**config.mk**
```make
export PLATFORM = sky130hd
export DESIGN_NAME = button_direction_conditioner
export DESIGN_NICKNAME = d
export VERILOG_FILES = /design/src/rtl/button_direction_conditioner.sv
export SDC_FILE = /design/constraint.sdc
export NUM_CORES = 1
export LEC_CHECK = 0
export CORE_MARGIN = 4
export CORE_UTILIZATION = 33
export DETAILED_ROUTE_END_ITERATION = 10
export MAX_ROUTING_LAYER = met4
export SETUP_SLACK_MARGIN = 0.2
export SKIP_CTS_REPAIR_TIMING = 1
export SLEW_MARGIN = 15
export SYNTH_ARGS = -nofsm -noshare
export SYNTH_HDL_FRONTEND = slang
export SYNTH_SLANG_ARGS = --single-unit
```
**constraint.sdc**
```tcl
create_clock -name clk -period 3.15 [get_ports clk]
set_input_delay 0.63 -clock clk [delete_from_list [all_inputs] [get_ports clk]]
set_output_delay 0.63 -clock clk [all_outputs]
set_load 0.01 [all_outputs]
```
**src/rtl/button_direction_conditioner.sv**
```systemverilog
`default_nettype none
// +--------------------------------------------------------------------------+
// | button_direction_conditioner: sync + debounce four buttons, derive a      |
// | press pulse per button and a prioritised 2-bit direction code.            |
// | Revision: 1.0                                                             |
// +--------------------------------------------------------------------------+
module button_direction_conditioner #(
  parameter int DEBOUNCE_CYCLES = 500000,
  parameter int CNT_W           = 20
) (
  input  logic       clk,
  input  logic       rst,
  input  logic       btn_up_raw,
  input  logic       btn_down_raw,
  input  logic       btn_left_raw,
  input  logic       btn_right_raw,
  output logic       up,
  output logic       down,
  output logic       left,
  output logic       right,
  output logic       up_pulse,
  output logic       down_pulse,
  output logic       left_pulse,
  output logic       right_pulse,
  output logic [1:0] dir_code,
  output logic       dir_strobe
);

  localparam logic [1:0] c_idle    = 2'd0;
  localparam logic [1:0] c_wait_pr = 2'd1;
  localparam logic [1:0] c_pressed = 2'd2;
  localparam logic [1:0] c_wait_rl = 2'd3;

  localparam logic [CNT_W-1:0] c_cnt_last = CNT_W'(DEBOUNCE_CYCLES - 1);
  localparam logic [CNT_W-1:0] c_cnt_one  = CNT_W'(1);

  // Channel index doubles as the direction code: 0 right, 1 left, 2 up, 3 down.
  logic [3:0] w_raw;
  logic [3:0] w_level;
  logic [3:0] w_pulse;

  assign w_raw = {btn_down_raw, btn_up_raw, btn_left_raw, btn_right_raw};

  generate
    for (genvar i = 0; i < 4; i++) begin : g_chan
      logic             r_s1;
      logic             r_s2;
      logic [1:0]       r_state;
      logic [CNT_W-1:0] r_cnt;
      logic             r_level;
      logic             r_pulse;

      always_ff @(posedge clk) begin
        if (!rst) begin
          r_s1    <= 1'b0;
          r_s2    <= 1'b0;
          r_state <= c_idle;
          r_cnt   <= '0;
          r_level <= 1'b0;
          r_pulse <= 1'b0;
        end else begin
          r_s1    <= w_raw[i];
          r_s2    <= r_s1;
          r_pulse <= 1'b0;
          case (r_state)
            c_idle: begin
              if (r_s2) begin
                r_state <= c_wait_pr;
                r_cnt   <= '0;
              end
            end
            c_wait_pr: begin
              if (!r_s2) begin
                r_state <= c_idle;
              end else if (r_cnt == c_cnt_last) begin
                r_state <= c_pressed;
                r_level <= 1'b1;
                r_pulse <= 1'b1;
              end else begin
                r_cnt <= r_cnt + c_cnt_one;
              end
            end
            c_pressed: begin
              if (!r_s2) begin
                r_state <= c_wait_rl;
                r_cnt   <= '0;
              end
            end
            c_wait_rl: begin
              // A bounce back high resumes the press without a second pulse.
              if (r_s2) begin
                r_state <= c_pressed;
              end else if (r_cnt == c_cnt_last) begin
                r_state <= c_idle;
                r_level <= 1'b0;
              end else begin
                r_cnt <= r_cnt + c_cnt_one;
              end
            end
            default: begin
              r_state <= c_idle;
              r_level <= 1'b0;
            end
          endcase
        end
      end

      assign w_level[i] = r_level;
      assign w_pulse[i] = r_pulse;
    end
  endgenerate

  logic [1:0] w_code;

  always_comb begin
    w_code = 2'd0;
    if (w_pulse[0])      w_code = 2'd0;
    else if (w_pulse[1]) w_code = 2'd1;
    else if (w_pulse[2]) w_code = 2'd2;
    else if (w_pulse[3]) w_code = 2'd3;
  end

  logic [1:0] r_dir_code;
  logic       r_dir_strobe;

  always_ff @(posedge clk) begin
    if (!rst) begin
      r_dir_code   <= 2'd0;
      r_dir_strobe <= 1'b0;
    end else begin
      r_dir_strobe <= |w_pulse;
      if (|w_pulse) begin
        r_dir_code <= w_code;
      end
    end
  end

  assign right       = w_level[0];
  assign left        = w_level[1];
  assign up          = w_level[2];
  assign down        = w_level[3];
  assign right_pulse = w_pulse[0];
  assign left_pulse  = w_pulse[1];
  assign up_pulse    = w_pulse[2];
  assign down_pulse  = w_pulse[3];
  assign dir_code    = r_dir_code;
  assign dir_strobe  = r_dir_strobe;

endmodule
`default_nettype wire

```
==> flow_summary.json <==
{
  "slowest_stage": "or4b_2",
  "drv_cap": 0,
  "path_max_fanout": 26,
  "syn_nets": 654,
  "crit_path_end_kind": "flip-flop",
  "finalClockSkew_ns": 0.00991,
  "synth.distinct_cells": 60,
  "cts_root_buf": "clkbuf_16",
  "drc": 0,
  "syn_to_final_growth_pct": 12.9,
  "syn_area_um2": 5310,
  "whs_ns": 0.438,
  "synth_mux_area_share_pct": 2.41,
  "ant_nets": 0,
  "grt_max_degree": 31,
  "synth-edff-count": 0,
  "synth_top_family_by_area": "simple AND/OR/NAND/NOR gates",
  "p_sw_share_pct": 22.1,
  "numClockSinks": 107,
  "place_area_um2": 5660,
  "wl_um": 12100,
  "synth-simple-area-share_pct": 31.8,
  "power.internal_mw": 2.13,
  "coreArea_um2": 15800,
  "tightestPinTransition_ns": 1.09,
  "fin_util_pct": 37.8,
  "crit_path_max_incr_delay_ns": 0.70,
  "rows": 46,
  "p_seq_share_pct": 50.5,
  "syn_inst": 644,
  "drt_iter0_markers": 275,
  "worst_slack_ns": 0.694,
  "min_period_ns": 2.46,
  "path_cells": "ha_1 -> and4_1 -> and4_1 -> a21o_1 -> or4b_2 -> a21oi_1",
  "critPathKind": "reg -> reg",
  "max_freq_ghz": 0.407,
  "synthFlopType": "dfxtp_1",
  "synth_compound_area_share_pct": 17.1,
  "hold_class": "reg -> reg",
  "rsz0062_at_grt": "false",
  "wl_per_cell_um": 13.9,
  "yosys_warnings": 0,
  "critPathBufInv": 0,
  "worst_setup_path_start_kind": "flip-flop",
  "ir_drop_v": 0.000280,
  "hpwl_um": 8410,
  "dieArea_um2": 18200,
  "outcome": "finished, final reports clean",
  "cts_buffer_depth": 2,
  "grt_pass1_vias": 4410,
  "yosys_register_bits": 107,
  "io_pins": 17,
  "clk_pin_slew_ns": 0.07,
  "die_y_um": 135,
  "p_leak_nw": 1.86,
  "final_net_count": 658,
  "cp.required_ns": 3.43,
  "crit_arrival_ns": 2.74,
  "finalSetupViolCount": 0,
  "combPwrFrac_pct": 4.5,
  "synth_xor_xnor_area_share_pct": 3.75,
  "grt_util_all_layers_pct": 14.1,
  "antenna_found_initial": 0,
  "overflow": 0,
  "mostFrequentLayoutCell": "dfxtp_1",
  "fin_area_um2": 5990,
  "cts-buffers-inserted": 9,
  "worstSkewPairLatency_ns": 0.36,
  "slew_viol_final": 0,
  "finalCritPeriodShare_pct": 78.0,
  "yosysSeqAreaShare_pct": 40.4,
  "synthAdderAreaFrac_pct": 0.943,
  "antenna_cells": 0,
  "dieWidth_um": 135,
  "ys_async_sr_fraction_pct": 0,
  "post-place-ws_ns": 0.504,
  "cp_top_family": "simple AND/OR/NAND/NOR gates",
  "clockPowerShare_pct": 45.0,
  "syn_avg_cell_area_um2": 8.24,
  "viasPerCell": 5.52,
  "final-hold-violation-count": 0,
  "drive_gt1_share_pct": 7.04,
  "place_congestion": 0.856,
  "layout_common_cells": "107 x dfxtp_1, 64 x nor2_1, 63 x nand2_1",
  "tns_ns": 0,
  "start_util_pct": 33.5,
  "via_count": 4795,
  "htree_levels": 3,
  "slew_headroom_pct": 27.0,
  "cp_common_cell": "and4_1",
  "switching_power_mw": 0.605,
  "power.density_nw_per_um2": 458,
  "cts_tree": "done",
  "portBuffers": 16,
  "drt_first_pass_iters": 4,
  "grt_first_pass_wirelength_um": 20700
}
-- cells in the mapped netlist, types with 5 or more instances --
cell	count	area share [%]
a21oi_1	37	3.5
and3_1	7	0.83
buf_2	8	0.75
a22oi_1	13	1.8
and4_1	9	1.5
nor2_1	64	4.5
o211ai_1	9	1.3
nor3_1	23	2.2
nor4_1	15	1.8
or3_1	13	1.5
xor2_1	7	1.2
nand3_1	38	3.6
clkbuf_1	20	1.4
inv_1	11	0.78
a31oi_1	8	0.94
mux2_2	6	1.3
o31ai_1	7	0.99
o21ai_0	36	3.4
dfxtp_1	107	40
nand2_1	63	4.5
nand4_1	27	3.2
or4_1	14	2.0
mux2i_1	6	1.1
nand3b_1	8	1.1
xnor2_1	12	2.0
nand4b_1	5	0.83
nand2b_1	5	0.59
o21a_1	6	0.85
and2_1	10	1.2
-- metrics by stage --
step,instances,power [mW]
floorplan,644,1.48
global placement,853,1.53
detailed placement,853,1.54
CTS,869,2.78
global route,869,2.84
finish,869,2.74
-- layout make-up --
type	count	area [um2]
Sequential cell	107	2140
Multi-Input combinational cell	493	2970
Fill cell	1591	9840
Tap cell	216	270
Inverter	11	41.3
Timing Repair Buffer	26	235
Clock inverter	6	87.6
Clock buffer	10	239
-- flip-flops by register name (all words and copies together), names as in the netlist, named ones only --
name	flops
right	1
up_pulse	1
up	1
g_chan.r_s1	4
down	1
left	1
g_chan.r_state	4
g_chan.r_s2	4
right_pulse	1
left_pulse	1
dir_code	2
dir_strobe	1
g_chan.r_cnt	80
down_pulse	1
-- logic make-up after synthesis --
family	Yosys count
adder cells (fa/ha/maj)	4
AND/OR/NAND/NOR	316
AO/OA/AOI/OAI	140
XOR/XNOR	21
flip-flops	107
multiplexers	12
buffers and inverters	44
-- final timing paths --
check	from	end	slack (ns)	cells after the start
setup / recovery	g_chan[2].r_cnt[0]$_SDFFE_PN0P_	g_chan[2].r_cnt[19]$_SDFFE_PN0P_	0.69	6
hold / removal	g_chan[0].r_s1$_SDFF_PN0_	g_chan[0].r_s2$_SDFF_PN0_	0.44	1
setup reg to reg	g_chan[2].r_cnt[0]$_SDFFE_PN0P_	g_chan[2].r_cnt[19]$_SDFFE_PN0P_	0.69	6
hold reg to reg	g_chan[0].r_s1$_SDFF_PN0_	g_chan[0].r_s2$_SDFF_PN0_	0.44	1
-- power by group through the flow --
stage	Combinational, mW	Sequential [mW]	Clock (mW)
after floorplan	0.0710	1.41	0
after global placement	0.120	1.41	0
after detailed placement	0.123	1.41	0
after CTS	0.124	1.38	1.27
after global routing	0.136	1.38	1.32
final	0.123	1.38	1.23
-- layer usage --
| layer | vias up | global-route usage, % | routed length, um |
|---|---|---|---|
| met3 | 17 | 3.50 | 479 |
| met1 | 2280 | 18.2 | 5920 |
| met5 | - | - | 0 |
| li1 | 2408 | - | - |
| met4 | 0 | 4.69 | 203 |
| met2 | 90 | 21.7 | 5490 |
No activity file was read; power rests on OpenSTA's default activity.
